### config.mk
export PLATFORM = sky130hd
export DESIGN_NAME = rv32i_lsu
export DESIGN_NICKNAME = d
export VERILOG_FILES = /design/src/rtl/rv32i_lsu_pkg.sv /design/src/rtl/rv32i_lsu_extract.sv /design/src/rtl/rv32i_lsu.sv
export SDC_FILE = /design/constraint.sdc
export NUM_CORES = 1
export LEC_CHECK = 0
export ABC_AREA = 1
export CORE_MARGIN = 2
export CORE_UTILIZATION = 44
export DETAILED_ROUTE_END_ITERATION = 8
export HOLD_SLACK_MARGIN = 0.15
export PLACE_DENSITY = 0.83
export SLEW_MARGIN = 20
export SYNTH_ARGS = -nofsm -noshare
export SYNTH_HDL_FRONTEND = slang
export SYNTH_HIERARCHICAL = 1
export SYNTH_SLANG_ARGS = --single-unit
### constraint.sdc
create_clock -name clk -period 3.5 [get_ports clk]
set_clock_uncertainty 0.15 [all_clocks]
set_input_delay 0.35 -clock clk [delete_from_list [all_inputs] [get_ports clk]]
set_output_delay 0.35 -clock clk [all_outputs]
set_load 0.005 [all_outputs]
### src/rtl/rv32i_lsu_pkg.sv
// Shared types, byte-enable constants and decode helpers for the RV32I load/store unit.
package rv32i_lsu_pkg;

  // Decoded instruction mnemonics presented by the front end.
  typedef enum logic [5:0] {
    RV32I_ADD, RV32I_SUB, RV32I_AND, RV32I_OR, RV32I_XOR,
    RV32I_SLL, RV32I_SRL, RV32I_SRA, RV32I_SLT, RV32I_SLTU,
    RV32I_ADDI, RV32I_LUI, RV32I_AUIPC, RV32I_JAL, RV32I_JALR,
    RV32I_BEQ, RV32I_BNE,
    RV32I_LB, RV32I_LH, RV32I_LW, RV32I_LBU, RV32I_LHU,
    RV32I_SB, RV32I_SH, RV32I_SW
  } RV32I_INSTRUCTION_MNEMONIC_t;

  typedef enum logic [1:0] {
    LSU_IDLE,
    LSU_REQ,
    LSU_WAIT,
    LSU_DONE
  } lsu_state_t;

  localparam logic [3:0] LSU_BE_BYTE = 4'b0001;
  localparam logic [3:0] LSU_BE_HALF = 4'b0011;
  localparam logic [3:0] LSU_BE_WORD = 4'b1111;

  function automatic logic is_mem_op(input RV32I_INSTRUCTION_MNEMONIC_t m);
    case (m)
      RV32I_LB, RV32I_LH, RV32I_LW, RV32I_LBU, RV32I_LHU,
      RV32I_SB, RV32I_SH, RV32I_SW: is_mem_op = 1'b1;
      default:                      is_mem_op = 1'b0;
    endcase
  endfunction

  function automatic logic is_store(input RV32I_INSTRUCTION_MNEMONIC_t m);
    is_store = (m == RV32I_SB) || (m == RV32I_SH) || (m == RV32I_SW);
  endfunction

  // Halfwords need an even address, words a 4-byte aligned one.
  function automatic logic is_misaligned(input RV32I_INSTRUCTION_MNEMONIC_t m,
                                         input logic [1:0] ofs);
    case (m)
      RV32I_LH, RV32I_LHU, RV32I_SH: is_misaligned = ofs[0];
      RV32I_LW, RV32I_SW:            is_misaligned = (ofs != 2'b00);
      default:                       is_misaligned = 1'b0;
    endcase
  endfunction

  function automatic logic [3:0] lsu_be(input RV32I_INSTRUCTION_MNEMONIC_t m,
                                        input logic [1:0] ofs);
    case (m)
      RV32I_LB, RV32I_LBU, RV32I_SB: lsu_be = LSU_BE_BYTE << ofs;
      RV32I_LH, RV32I_LHU, RV32I_SH: lsu_be = LSU_BE_HALF << {ofs[1], 1'b0};
      default:                       lsu_be = LSU_BE_WORD;
    endcase
  endfunction

  // Store data is replicated across all lanes so the byte enables alone pick the target.
  function automatic logic [31:0] lsu_wdata(input RV32I_INSTRUCTION_MNEMONIC_t m,
                                            input logic [31:0] sd);
    case (m)
      RV32I_SB: lsu_wdata = {4{sd[7:0]}};
      RV32I_SH: lsu_wdata = {2{sd[15:0]}};
      default:  lsu_wdata = sd;
    endcase
  endfunction

endpackage

### src/rtl/rv32i_lsu_extract.sv
// Combinational lane select and sign/zero extension of a read word.
module rv32i_lsu_extract
  import rv32i_lsu_pkg::*;
(
  input  logic [31:0]                 rdata,
  input  logic [1:0]                  offset,
  input  RV32I_INSTRUCTION_MNEMONIC_t mnemonic,
  output logic [31:0]                 data
);

  logic [31:0] shifted;
  logic [7:0]  byte_lane;
  logic [15:0] half_lane;

  assign shifted   = rdata >> {offset, 3'b000};
  assign byte_lane = shifted[7:0];
  assign half_lane = offset[1] ? rdata[31:16] : rdata[15:0];

  // Pick the addressed lane and extend it according to the load flavour.
  always_comb begin
    data = rdata;
    case (mnemonic)
      RV32I_LB:  data = {{24{byte_lane[7]}}, byte_lane};
      RV32I_LBU: data = {24'h000000, byte_lane};
      RV32I_LH:  data = {{16{half_lane[15]}}, half_lane};
      RV32I_LHU: data = {16'h0000, half_lane};
      default:   data = rdata;
    endcase
  end

endmodule

### src/rtl/rv32i_lsu.sv
// RV32I load/store unit: runs req/gnt/rvalid transactions, stalls the core,
// traps misaligned accesses and forces a bus error after a configurable timeout.
module rv32i_lsu
  import rv32i_lsu_pkg::*;
#(
  parameter int XLEN           = 32,
  parameter int TIMEOUT_CYCLES = 255
) (
  input  logic                        clk,
  input  logic                        rst,
  input  logic                        start,
  input  RV32I_INSTRUCTION_MNEMONIC_t mnemonic,
  input  logic [XLEN-1:0]             addr,
  input  logic [XLEN-1:0]             store_data,
  output logic                        stall,
  output logic                        done,
  output logic [XLEN-1:0]             load_data,
  output logic                        misaligned,
  output logic                        bus_error,
  output logic                        mem_req,
  output logic                        mem_we,
  output logic [XLEN-1:0]             mem_addr,
  output logic [3:0]                  mem_be,
  output logic [XLEN-1:0]             mem_wdata,
  input  logic                        mem_gnt,
  input  logic                        mem_rvalid,
  input  logic [XLEN-1:0]             mem_rdata
);

  localparam int             CW    = (TIMEOUT_CYCLES > 1) ? $clog2(TIMEOUT_CYCLES) : 1;
  localparam logic [CW-1:0]  LIMIT = CW'(TIMEOUT_CYCLES - 1);

  lsu_state_t                  state_reg, state_next;
  logic [XLEN-1:0]             addr_reg;
  RV32I_INSTRUCTION_MNEMONIC_t op_reg;
  logic [3:0]                  be_reg;
  logic [XLEN-1:0]             wdata_reg;
  logic                        we_reg;
  logic [CW-1:0]               count_reg;
  logic                        err_reg;
  logic                        misaligned_reg;
  logic [XLEN-1:0]             load_data_reg;

  logic                        accept;
  logic                        reject;
  logic                        capture;
  logic                        expire;
  logic                        limit_hit;
  logic [XLEN-1:0]             extracted;

  rv32i_lsu_extract u_extract (
    .rdata    (mem_rdata),
    .offset   (addr_reg[1:0]),
    .mnemonic (op_reg),
    .data     (extracted)
  );

  assign limit_hit = (TIMEOUT_CYCLES != 0) && (count_reg == LIMIT);
  assign reject    = (state_reg == LSU_IDLE) && start && is_mem_op(mnemonic)
                   && is_misaligned(mnemonic, addr[1:0]);

  // Next-state decode plus the state-derived handshake outputs.
  always_comb begin
    state_next = state_reg;
    stall      = 1'b0;
    mem_req    = 1'b0;
    done       = 1'b0;
    accept     = 1'b0;
    capture    = 1'b0;
    expire     = 1'b0;
    case (state_reg)
      LSU_IDLE: begin
        if (start && is_mem_op(mnemonic) && !is_misaligned(mnemonic, addr[1:0])) begin
          stall      = 1'b1;
          accept     = 1'b1;
          state_next = LSU_REQ;
        end
      end
      LSU_REQ: begin
        stall   = 1'b1;
        mem_req = 1'b1;
        if (mem_gnt) begin
          state_next = we_reg ? LSU_DONE : LSU_WAIT;
        end else if (limit_hit) begin
          expire     = 1'b1;
          state_next = LSU_DONE;
        end
      end
      LSU_WAIT: begin
        stall = 1'b1;
        if (mem_rvalid) begin
          capture    = 1'b1;
          state_next = LSU_DONE;
        end else if (limit_hit) begin
          expire     = 1'b1;
          state_next = LSU_DONE;
        end
      end
      LSU_DONE: begin
        done       = 1'b1;
        state_next = LSU_IDLE;
      end
      default: state_next = LSU_IDLE;
    endcase
  end

  // Bus outputs are only driven during the request phase.
  assign mem_we     = mem_req & we_reg;
  assign mem_addr   = mem_req ? {addr_reg[XLEN-1:2], 2'b00} : '0;
  assign mem_be     = mem_req ? be_reg : 4'b0000;
  assign mem_wdata  = mem_req ? wdata_reg : '0;
  assign misaligned = misaligned_reg;
  assign bus_error  = done & err_reg;
  assign load_data  = load_data_reg;

  // FSM state register.
  always_ff @(posedge clk or posedge rst) begin
    if (rst) begin
      state_reg <= LSU_IDLE;
    end else begin
      state_reg <= state_next;
    end
  end

  // Request latch, timeout counter, error flag and load result register.
  always_ff @(posedge clk or posedge rst) begin
    if (rst) begin
      addr_reg       <= '0;
      op_reg         <= RV32I_ADD;
      be_reg         <= 4'b0000;
      wdata_reg      <= '0;
      we_reg         <= 1'b0;
      count_reg      <= '0;
      err_reg        <= 1'b0;
      misaligned_reg <= 1'b0;
      load_data_reg  <= '0;
    end else begin
      misaligned_reg <= reject;
      if (accept) begin
        addr_reg  <= addr;
        op_reg    <= mnemonic;
        be_reg    <= lsu_be(mnemonic, addr[1:0]);
        wdata_reg <= lsu_wdata(mnemonic, store_data);
        we_reg    <= is_store(mnemonic);
        count_reg <= '0;
        err_reg   <= 1'b0;
      end else if ((state_reg == LSU_REQ) || (state_reg == LSU_WAIT)) begin
        count_reg <= count_reg + 1'b1;
      end
      if (expire) begin
        err_reg <= 1'b1;
      end
      if (capture) begin
        load_data_reg <= extracted;
      end else if (expire && !we_reg) begin
        load_data_reg <= '0;
      end
    end
  end

endmodule

==> results_dict.tcl <==
set metrics [dict create \
    status "completed" \
    final_common_cell "nand2_1" \
    yosysTopAreaCell "dfrtp_1" \
    wl_per_cell_um 13.5 \
    required_ns 3.00 \
    io_buffers 210 \
    ys_seq_elements 119 \
    cp_max_fo 9 \
    slew_headroom_pct 32.8 \
    fin_nets 1404 \
    drt_iter0_drc 462 \
    drive_above_1_share_pct 5.45 \
    netlist_instances 1099 \
    die_h_um 132 \
    cts_made_buffers 17 \
    path_class "in -> out" \
    synth_top_area_share_pct 41.6 \
    critical_path_arrival_ns 2.34 \
    drc 0 \
    post-route-min-period_ns 2.84 \
    seq_area_mm2 0.00298 \
    finalWirelength_um 20500 \
    initial_utilization_pct 45.1 \
    cts_hold_buf 0 \
    drv_cap 0 \
    postCtsResizedCells 0 \
    clk_pin_slew_ns 0.06 \
    syn_area_per_cell_um2 6.52 \
    leakage_nw 5.62 \
    netlist-cell-type-count 30 \
    grt_pass1_wl_um 34500 \
    rsz0062_at_grt "no" \
    timing.final.crit_share_pct 81.2 \
    cts_setup_buffers 0 \
    dp.cells 1487 \
    n_antenna_cell 0 \
    fill_cells 1459 \
    power_density_mw_per_mm2 745 \
    coreArea_mm2 0.0159 \
    grt_usage_pct 24.5 \
    vias_per_cell 4.86 \
    netlist_area_mm2 0.00717 \
    total_power_mw 7.44 \
    antenna_found_initial 0 \
    vias 7389 \
    peakVddDrop_uv 478 \
    drtAntennaViolNets 0 \
    dieArea_mm2 0.0173 \
    cts_tree "done" \
    gp_congestion 0.856 \
    worst_pin_slew_ns 1.00 \
    ios 213 \
    hp-class "in -> async" \
    use_met1_pct 30.0 \
    critPathCaptureType "output port" \
    max_freq_mhz 352 \
    dp_hpwl_um 14700 \
    drv_slew 0 \
    multi_input_area_mm2 0.00335 \
    hold_viol 0 \
    first_pass_iters 5 \
    grt_use_met2_pct 40.7 \
    grt_busiest_layer "met2" \
    grtUsageMet3_pct 6.60 \
    yosysWarnings 6 \
    cts_buffer_depth 2 \
    finalSetupViolCount 0 \
    grt_max_degree 99 \
    ctsRootBufferMaster "clkbuf_16" \
    tns_ns 0 \
    hold_ws_ns 0.254 \
    overflow 0 \
    grt_pass1_vias 7139 \
    synthTopCellsByArea "dfrtp_1 (42%), nand2_1 (29%), inv_1 (7.6%)" \
    final_cells 1519 \
    clkLatencyLatePin_ns 0.42 \
    syn2layout_area_growth_pct 39.4 \
    num_rows 46 \
    die_w_um 132 \
    htreeDepth 4 \
    synth-seq-area-share_pct 41.6 \
    final_cell_mix "nand2_1 (557), clkdlybuf4s50_1 (210), inv_1 (144)" \
    startpoint_type "input port" \
    clock_sinks 119 \
]
-- layer usage --
metal  vias up  share of wire, %
li1       3678                 -
met1      3363                43
met2       296                46
met3        52               8.0
met4         0               3.4
met5         -                 0
-- cells in the mapped netlist, drive strengths merged --
| cell | number |
|---|---|
| a21oi | 3 |
| a31oi | 1 |
| and2 | 8 |
| buf | 29 |
| clkbuf | 19 |
| conb | 1 |
| dfrtp | 119 |
| ha | 7 |
| inv | 152 |
| nand2 | 561 |
| nand3 | 111 |
| nand3b | 2 |
| nand4 | 3 |
| nor2 | 40 |
| nor3b | 1 |
| o21a | 1 |
| o21ai | 35 |
| o22ai | 1 |
| or2 | 1 |
| xnor2 | 1 |
| xor2 | 3 |
-- per-stage QoR --
stage,cell area [um2],utilization (%),setup WS [ns]
floorplan,7170,-,1.45
global placement,9410,59.2,0.693
detailed placement,9410,59.2,0.672
CTS,9990,62.9,0.657
global route,9990,62.9,0.520
finish,9990,62.9,0.657
-- critical path: stages --
cell and delay, ns:
clkdlybuf4s50_1 0.57, inv_1 0.09, nand2_1 0.15, nor2_4 0.09, nand2_1 0.08, nand3_2 0.11
nand2_2 0.14, nand3_4 0.10, a21oi_1 0.13, clkdlybuf4s50_1 0.53
-- logic make-up (layout without fill, tap and decap cells) --
| kind of cell | Yosys count | after routing | synth area share (%) |
|---|---|---|---|
| compound gates | 41 | 41 | 3.04 |
| xor+xnor | 4 | 4 | 0.489 |
| fa+ha+maj | 7 | 7 | 1.22 |
| buf+inv | 200 | 403 | 11.8 |
| flops | 119 | 119 | 41.6 |
| other cells | 1 | 2 | 0.0523 |
| simple gates | 727 | 727 | 41.8 |
-- final timing paths --
check | to | start | cells past startpoint | slack, ns
min in group clk | addr_reg[4] | addr[4] | 3 | 0.31
max reg2reg | load_data[9] | state_reg[1] | 9 | 1.06
max | stall | mnemonic[3] | 10 | 0.66
min | wdata_reg[11] | rst | 2 | 0.25
min reg2reg | addr_reg[22] | addr_reg[22] | 2 | 0.33
max in group asynchronous | load_data[8] | rst | 3 | 2.24
-- power breakdown --
| group | switching (mW) | internal [mW] | total, mW |
|---|---|---|---|
| Combinational | 1.78 | 1.61 | 3.40 |
| Sequential | 0.385 | 1.97 | 2.36 |
| Clock | 0.670 | 1.02 | 1.69 |
| Total | 2.84 | 4.61 | 7.44 |
-- cell type report --
class	count	share of cell area (%)
clock inverters	13	1.22
multi-input cells	781	33.6
inverters	152	5.78
well taps	216	2.71
clock buffers	19	4.54
flip-flops and latches	119	29.8
repair buffers	219	22.4
Power figures use the tool's default switching activity.
